<file path="src/rtl/gcm_block_sequencer.sv">
// Multi-block job sequencer in front of the gcm_aes core: setup, AAD stream, PT/CT stream, tag return.
// Optional build macro GCM_BYTE_SWAP_EN byte-reverses plaintext into and ciphertext out of the core.
module gcm_block_sequencer #(
  parameter int MAX_AAD_BLKS = 4,
  parameter int MAX_PT_BLKS  = 4,
  parameter int SETUP_HOLD   = 2,
  parameter int SETUP_WAIT   = 40,
  parameter int AAD_GAP      = 12,
  parameter int WATCHDOG     = 1024,
  localparam int AW = $clog2(MAX_AAD_BLKS + 1),
  localparam int PW = $clog2(MAX_PT_BLKS + 1)
) (
  input  logic          clk,
  input  logic          i_rst_n,
  input  logic          i_start,
  input  logic [127:0]  i_key,
  input  logic [95:0]   i_iv,
  input  logic [AW-1:0] i_aad_blks,
  input  logic [PW-1:0] i_pt_blks,
  input  logic [127:0]  i_aad,
  input  logic          i_aad_valid,
  output logic          o_aad_ready,
  input  logic [127:0]  i_pt,
  input  logic          i_pt_valid,
  output logic          o_pt_ready,
  output logic [127:0]  o_ct,
  output logic          o_ct_valid,
  input  logic          i_ct_ready,
  output logic [127:0]  o_tag,
  output logic          o_tag_valid,
  input  logic          i_tag_ack,
  output logic          o_busy,
  output logic          o_error,
  output logic          o_core_new_instance,
  output logic          o_core_pt_instance,
  output logic [127:0]  o_core_key,
  output logic [95:0]   o_core_iv,
  output logic [127:0]  o_core_aad,
  output logic [127:0]  o_core_pt,
  output logic [63:0]   o_core_aad_size,
  output logic [63:0]   o_core_pt_size,
  input  logic [127:0]  i_core_ct,
  input  logic          i_core_cp_ready,
  input  logic [127:0]  i_core_tag,
  input  logic          i_core_tag_ready
);

  localparam int TW = $clog2(SETUP_HOLD + SETUP_WAIT + AAD_GAP + WATCHDOG + 1);

  // state    | meaning
  // IDLE     | waiting for a job         SETUP    | new_instance hold, then key/H wait
  // AAD      | accept AAD, gap-paced     PT_ISSUE | accept one plaintext block
  // PT_WAIT  | wait core cp_ready        CT_OUT   | present ciphertext until taken
  // TAG_WAIT | wait core tag_ready       TAG_OUT  | present tag until acknowledged
  typedef enum logic [2:0] {
    S_IDLE, S_SETUP, S_AAD, S_PT_ISSUE, S_PT_WAIT, S_CT_OUT, S_TAG_WAIT, S_TAG_OUT
  } state_t;

  state_t        state_q, state_d;
  logic [TW-1:0] tmr_q, tmr_d;
  logic [AW-1:0] aad_left_q, aad_left_d;
  logic [PW-1:0] pt_left_q, pt_left_d;
  logic          err_q, err_d;
  logic          pt_inst_q, pt_inst_d;
  logic [127:0]  key_q, key_d, aad_q, aad_d, pt_q, pt_d, ct_q, ct_d, tag_q, tag_d;
  logic [95:0]   iv_q, iv_d;
  logic [63:0]   aad_sz_q, aad_sz_d, pt_sz_q, pt_sz_d;
  logic          aad_ready, pt_ready;

  function automatic logic [127:0] bswap(input logic [127:0] d);
    logic [127:0] r;
`ifdef GCM_BYTE_SWAP_EN
    for (int i = 0; i < 16; i++) r[8*i +: 8] = d[8*(15-i) +: 8];
`else
    r = d;
`endif
    return r;
  endfunction

  always_comb begin
    state_d    = state_q;
    tmr_d      = tmr_q;
    aad_left_d = aad_left_q;
    pt_left_d  = pt_left_q;
    err_d      = 1'b0;
    pt_inst_d  = 1'b0;
    key_d      = key_q;
    iv_d       = iv_q;
    aad_d      = aad_q;
    pt_d       = pt_q;
    ct_d       = ct_q;
    tag_d      = tag_q;
    aad_sz_d   = aad_sz_q;
    pt_sz_d    = pt_sz_q;
    aad_ready  = 1'b0;
    pt_ready   = 1'b0;
    case (state_q)
      S_IDLE: if (i_start) begin
        if (i_aad_blks <= AW'(MAX_AAD_BLKS) && i_pt_blks <= PW'(MAX_PT_BLKS)) begin
          key_d      = i_key;
          iv_d       = i_iv;
          aad_left_d = i_aad_blks;
          pt_left_d  = i_pt_blks;
          aad_sz_d   = {{(64-AW-7){1'b0}}, i_aad_blks, 7'd0};
          pt_sz_d    = {{(64-PW-7){1'b0}}, i_pt_blks, 7'd0};
          tmr_d      = TW'(SETUP_HOLD + SETUP_WAIT - 1);
          state_d    = S_SETUP;
        end else begin
          err_d = 1'b1;
        end
      end
      S_SETUP: begin
        if (tmr_q != '0) tmr_d = tmr_q - 1'b1;
        else if (aad_left_q != '0) state_d = S_AAD;
        else if (pt_left_q != '0) state_d = S_PT_ISSUE;
        else begin
          tmr_d   = TW'(WATCHDOG - 1);
          state_d = S_TAG_WAIT;
        end
      end
      S_AAD: begin
        if (tmr_q != '0) tmr_d = tmr_q - 1'b1;
        else if (aad_left_q != '0) begin
          aad_ready = 1'b1;
          if (i_aad_valid) begin
            aad_d      = i_aad;
            tmr_d      = TW'(AAD_GAP);
            aad_left_d = aad_left_q - 1'b1;
          end
        end else if (pt_left_q != '0) state_d = S_PT_ISSUE;
        else begin
          tmr_d   = TW'(WATCHDOG - 1);
          state_d = S_TAG_WAIT;
        end
      end
      S_PT_ISSUE: begin
        pt_ready = 1'b1;
        if (i_pt_valid) begin
          pt_d      = bswap(i_pt);
          pt_inst_d = 1'b1;
          pt_left_d = pt_left_q - 1'b1;
          tmr_d     = TW'(WATCHDOG - 1);
          state_d   = S_PT_WAIT;
        end
      end
      // cp_ready has priority: a concurrent tag_ready here is ignored
      S_PT_WAIT: begin
        if (i_core_cp_ready) begin
          ct_d    = bswap(i_core_ct);
          state_d = S_CT_OUT;
        end else if (tmr_q == '0) begin
          err_d   = 1'b1;
          state_d = S_IDLE;
        end else tmr_d = tmr_q - 1'b1;
      end
      S_CT_OUT: if (i_ct_ready) begin
        if (pt_left_q != '0) state_d = S_PT_ISSUE;
        else begin
          tmr_d   = TW'(WATCHDOG - 1);
          state_d = S_TAG_WAIT;
        end
      end
      S_TAG_WAIT: begin
        if (i_core_tag_ready) begin
          tag_d   = i_core_tag;
          state_d = S_TAG_OUT;
        end else if (tmr_q == '0) begin
          err_d   = 1'b1;
          state_d = S_IDLE;
        end else tmr_d = tmr_q - 1'b1;
      end
      S_TAG_OUT: if (i_tag_ack) state_d = S_IDLE;
      default: state_d = S_IDLE;
    endcase
  end

  always_ff @(posedge clk or negedge i_rst_n) begin
    if (!i_rst_n) begin
      state_q    <= S_IDLE;
      tmr_q      <= '0;
      aad_left_q <= '0;
      pt_left_q  <= '0;
      err_q      <= 1'b0;
      pt_inst_q  <= 1'b0;
      key_q      <= '0;
      iv_q       <= '0;
      aad_q      <= '0;
      pt_q       <= '0;
      ct_q       <= '0;
      tag_q      <= '0;
      aad_sz_q   <= '0;
      pt_sz_q    <= '0;
    end else begin
      state_q    <= state_d;
      tmr_q      <= tmr_d;
      aad_left_q <= aad_left_d;
      pt_left_q  <= pt_left_d;
      err_q      <= err_d;
      pt_inst_q  <= pt_inst_d;
      key_q      <= key_d;
      iv_q       <= iv_d;
      aad_q      <= aad_d;
      pt_q       <= pt_d;
      ct_q       <= ct_d;
      tag_q      <= tag_d;
      aad_sz_q   <= aad_sz_d;
      pt_sz_q    <= pt_sz_d;
    end
  end

  assign o_aad_ready         = aad_ready;
  assign o_pt_ready          = pt_ready;
  assign o_ct                = ct_q;
  assign o_ct_valid          = (state_q == S_CT_OUT);
  assign o_tag               = tag_q;
  assign o_tag_valid         = (state_q == S_TAG_OUT);
  assign o_busy              = (state_q != S_IDLE);
  assign o_error             = err_q;
  assign o_core_new_instance = (state_q == S_SETUP) && (tmr_q >= TW'(SETUP_WAIT));
  assign o_core_pt_instance  = pt_inst_q;
  assign o_core_key          = key_q;
  assign o_core_iv           = iv_q;
  assign o_core_aad          = aad_q;
  assign o_core_pt           = pt_q;
  assign o_core_aad_size     = aad_sz_q;
  assign o_core_pt_size      = pt_sz_q;

endmodule

</file>
<file path="config.mk">
export PLATFORM = sky130hd
export DESIGN_NAME = gcm_block_sequencer
export DESIGN_NICKNAME = d
export VERILOG_FILES = /design/src/rtl/gcm_block_sequencer.sv
export SDC_FILE = /design/constraint.sdc
export NUM_CORES = 1
export LEC_CHECK = 0
export CAP_MARGIN = 5
export CORE_AREA = 5 5 635 637
export CTS_BUF_LIST = sky130_fd_sc_hd__clkbuf_4
export CTS_CLUSTER_DIAMETER = 30
export DETAILED_ROUTE_END_ITERATION = 6
export DIE_AREA = 0 0 640 642
export GPL_TIMING_DRIVEN = 0
export HOLD_SLACK_MARGIN = 0.05
export PLACE_DENSITY = 0.3
export SLEW_MARGIN = 0
export SYNTH_ARGS = -nofsm -noshare
export SYNTH_HDL_FRONTEND = slang
export SYNTH_SLANG_ARGS = --single-unit
</file>
<file path="constraint.sdc">
create_clock -name clk -period 7.3 [get_ports clk]
set_clock_uncertainty 0.2 [all_clocks]
set_input_delay 1.46 -clock clk [delete_from_list [all_inputs] [get_ports clk]]
set_output_delay 1.46 -clock clk [all_outputs]
set_load 0.005 [all_outputs]
</file>
==> summary.txt <==
Final max-slew violation count: 0
Iteration-0 DRC Markers: 1,125
Worst vdd ir: 117 uV
Yosys warning count: 0
Data arrival time of the worst path: 4160 ps
Sink count of the clock tree: 764
Endpoint kind of the worst setup timing path: output pin
Result of the run: finished, final reports clean
Flip-flop and latch count after synthesis: 764
Floorplan die height: 642 um
Maximum number of pins on one net before global-route repair: 103
Post-synthesis cell type with the largest combined area: sky130_fd_sc_hd__dfrtp_1
Routed wire length: 275,000 um
Post-route DRC violation count: 0
Ys flop type: sky130_fd_sc_hd__dfrtp_1
Crit share post-route: 79.8%
Combined area of all synthesized cells: 0.0302 sq mm
Master of the slowest instance on the critical path: sky130_fd_sc_hd__clkdlybuf4s50_1
Clock transition at the registers of the reported paths: 50 ps
Category of cells accounting for the largest share of critical-path delay: simple AND/OR/NAND/NOR gates
Global-route usage over all layers: 12.9%
Launching element type of the critical path: flip-flop
Rows: 232
Placed wire-length estimate: 239,000 um
Peak clock frequency supported by timing: 172 MHz
Internal cell power: 12,500 uW
Core box area: 0.397 sq mm
Gr ovfl total: 0
Worst hold path class: flip-flop to flip-flop
Worst hold path depth: 2
Ranking of synthesized cells by instance count: sky130_fd_sc_hd__nand2_1, sky130_fd_sc_hd__dfrtp_1, sky130_fd_sc_hd__mux2_2
Cell chain of the critical path: inv_1 > ha_1 > nor3b_1 > nand4_2 > nor2_1 > clkdlybuf4s50_1
Count of cells resized by post-cts repair: 0
Via count of the first global-routing pass: 29,992
Slew at the pin closest to its max-slew limit: 1150 ps
Maximum fanout count along the critical path: 8
Total of fill cells in the finished design: 45,048
Port-buffer cells: 1,500
Top cell type's share of synthesized area: 63.3%
Root Buffer Master: sky130_fd_sc_hd__clkbuf_4
Starting Density: 7.60%
R2r setup slk: 3170 ps
Buffer depth of the longest clock path: 4
Placed cell count: 9,570
Vias per inst: 2.81
Fraction of registers with async set/reset: 100%
First-pass GRT wire length: 343,000 um
Routed wire length per instance: 27.1 um
Final-report setup violation count: 0
Net total in the final layout: 5,377
Routed via count: 28,504
Largest stage delay on the critical path: 1020 ps
Number of flops mapped to enable cells by yosys: 0
Unrepaired setup endpoints after global routing: false
Mapped Avg Cell Area: 11.3 sq um
Worst hold margin: 269 ps
Global placer's final weighted congestion: 0.828
Unique cell type count in the Yosys netlist: 60
Number of cells on the critical path: 6
Number of nets with antenna violations after detailed routing: 0
H-Tree Level Count: 5
Power share of the sequential group: 33.4%
CP Class: flip-flop to output pin
Crit path time final: 5820 ps
Count of boundary I/O pins: 1,623
Switching share of power: 38.3%
Initial antenna violation count: 172
TritonCTS clock tree: built
Total iterations of the first detailed-routing run: 5
Area of the die: 0.411 sq mm
Non-filler cells, final: 10,143
Max-cap viol count: 0
Clock network fraction of design power: 26.6%
Total negative setup slack: 0 ps
Worst path required time: 5640 ps
Final Hold Viols: 0
Most frequent cell after synthesis: sky130_fd_sc_hd__nand2_1
Net switching power figure: 7740 uW
Static Leakage: 0.0250 uW
Remaining max-slew budget at the tightest pin: 23.1%
Share of layout cells above drive strength 1: 18.7%
Depth of the worst register-to-register path: 8
Number of buffers created by CTS: 312
Cell count after synthesis: 2,673
Number of buffers added for setup after CTS: 0
Clock latency on the worst-skew pair: 1280 ps
Worst path bufs/invs: 2
Share of power burned in combinational logic: 40.0%
Area growth from synthesis to layout: 87.0%
Die extent in x: 640 um
Hold Buf Count CTS: 1
Sequential area share after synthesis: 63.3%
Ranking of synthesized cells by area: sky130_fd_sc_hd__dfrtp_1, sky130_fd_sc_hd__nand2_1, sky130_fd_sc_hd__mux2_2
PwrDens: 358 mW/mm^2
[worst register-to-register path, delay by kind of cell, from the launching register on]
family                 cells  cell delay (ps)
buffers and inverters      4             2750
and+or+nand+nor            4              640
DFF                        1              420
[placed cells by master, fill, tap and decap left out, types with 3 or more instances in the layout]
master,count
sky130_fd_sc_hd__buf_2,43
sky130_fd_sc_hd__inv_6,7
sky130_fd_sc_hd__bufinv_16,6
sky130_fd_sc_hd__clkbuf_1,81
sky130_fd_sc_hd__mux2_1,120
sky130_fd_sc_hd__nor2_1,23
sky130_fd_sc_hd__buf_4,122
sky130_fd_sc_hd__buf_16,9
sky130_fd_sc_hd__o22ai_1,5
sky130_fd_sc_hd__nand3b_1,3
sky130_fd_sc_hd__diode_2,39
sky130_fd_sc_hd__clkinv_4,4
sky130_fd_sc_hd__ha_1,6
sky130_fd_sc_hd__buf_8,3
sky130_fd_sc_hd__clkbuf_4,413
sky130_fd_sc_hd__a21oi_1,11
sky130_fd_sc_hd__o31ai_1,3
sky130_fd_sc_hd__clkinv_2,10
sky130_fd_sc_hd__nor2b_1,4
sky130_fd_sc_hd__a22oi_1,3
sky130_fd_sc_hd__o21ai_0,20
sky130_fd_sc_hd__conb_1,122
sky130_fd_sc_hd__nand3_1,9
sky130_fd_sc_hd__clkinv_1,85
sky130_fd_sc_hd__nor3b_1,3
sky130_fd_sc_hd__o211ai_1,4
sky130_fd_sc_hd__nand2_1,1091
sky130_fd_sc_hd__a22o_1,7
sky130_fd_sc_hd__a31oi_1,3
sky130_fd_sc_hd__nor3_1,9
sky130_fd_sc_hd__inv_1,12
sky130_fd_sc_hd__mux2_2,265
sky130_fd_sc_hd__nor4_1,3
sky130_fd_sc_hd__dfrtp_1,764
sky130_fd_sc_hd__buf_1,4
sky130_fd_sc_hd__nand2b_1,7
sky130_fd_sc_hd__clkinvlp_4,4
sky130_fd_sc_hd__inv_2,4
sky130_fd_sc_hd__a211oi_1,3
sky130_fd_sc_hd__clkdlybuf4s50_1,1499
[routing by layer]
layer | wire, um | up-vias | part of all wire [%] | track usage [%]
met5 | 481 | - | 0.17 | 0
met4 | 7060 | 74 | 2.6 | 3.01
met3 | 39400 | 547 | 14 | 8.39
met2 | 129000 | 1496 | 47 | 21.6
met1 | 98900 | 13807 | 36 | 13.5
li1 | - | 12580 | - | -
[power by group through the flow]
stage	clock (uW)	sequential (uW)	combinational [uW]
2_1_floorplan	0	6670	2000
3_3_place_gp	0	6860	8450
3_5_place_dp	0	6820	8440
4_1_cts	5770	6780	8480
5_1_grt	5960	6940	8890
6_report	5360	6750	8080
[state kept, by name (all words and copies together), names as in the netlist]
signal              flops
o_tag                 128
tmr_q                  11
o_core_key            128
o_ct                  128
o_core_pt_size          3
o_core_iv              96
o_core_aad_size         3
state_q                 3
pt_left_q               3
o_core_pt             128
o_error                 1
o_core_pt_instance      1
aad_left_q              3
o_core_aad            128
[area by class of cell]
cell class	instances	area (sq um)	share of cell area, %
Antenna cell	39	97.6	0.173
Multi-Input combinational cell	1762	9990	17.7
Buffer	254	1480	2.63
Clock buffer	413	3100	5.49
Tap cell	5265	6590	11.7
Timing Repair Buffer	1512	15300	27.1
Sequential cell	764	19100	33.9
Clock inverter	120	711	1.26
Inverter	14	52.6	0.0931
[through the flow]
step | power (uW) | setup slack (ps) | cell area, sq um | utilization [%]
floorplan | 8670 | 4190 | 30600 | -
global placement | 15300 | -36750 | 52200 | 13.1
detailed placement | 15300 | 1120 | 52500 | 13.2
CTS | 21000 | 883 | 56400 | 14.2
global route | 21800 | 1010 | 56400 | 14.2
finish | 20200 | 1480 | 56400 | 14.2
[final timing paths]
kind,from,endpoint
hold reg to reg,o_core_pt[109]$_DFFE_PN0P_,o_core_pt[109]$_DFFE_PN0P_
min in group asynchronous,i_rst_n,o_core_iv[64]$_DFFE_PN0P_
setup / recovery,tmr_q[0]$_DFFE_PN0P_,o_aad_ready
hold / removal,o_core_pt[109]$_DFFE_PN0P_,o_core_pt[109]$_DFFE_PN0P_
setup reg to reg,state_q[1]$_DFFE_PN0P_,o_core_iv[3]$_DFFE_PN0P_
max in group asynchronous,i_rst_n,o_core_aad[75]$_DFFE_PN0P_
[logic make-up after synthesis]
logic type                 count (synthesis)  share of synthesized area, %
DFF                                      764                          63.3
adders and majority gates                  6                         0.249
and+or+nand+nor                         1168                          15.0
other                                      1                        0.0124
xor gates and xnor gates                   2                        0.0580
muxes                                    387                          14.4
buffers and inverters                    268                          5.08
AOI/OAI and AO/OA                         77                          1.79
Power figures use the tool's default switching activity.
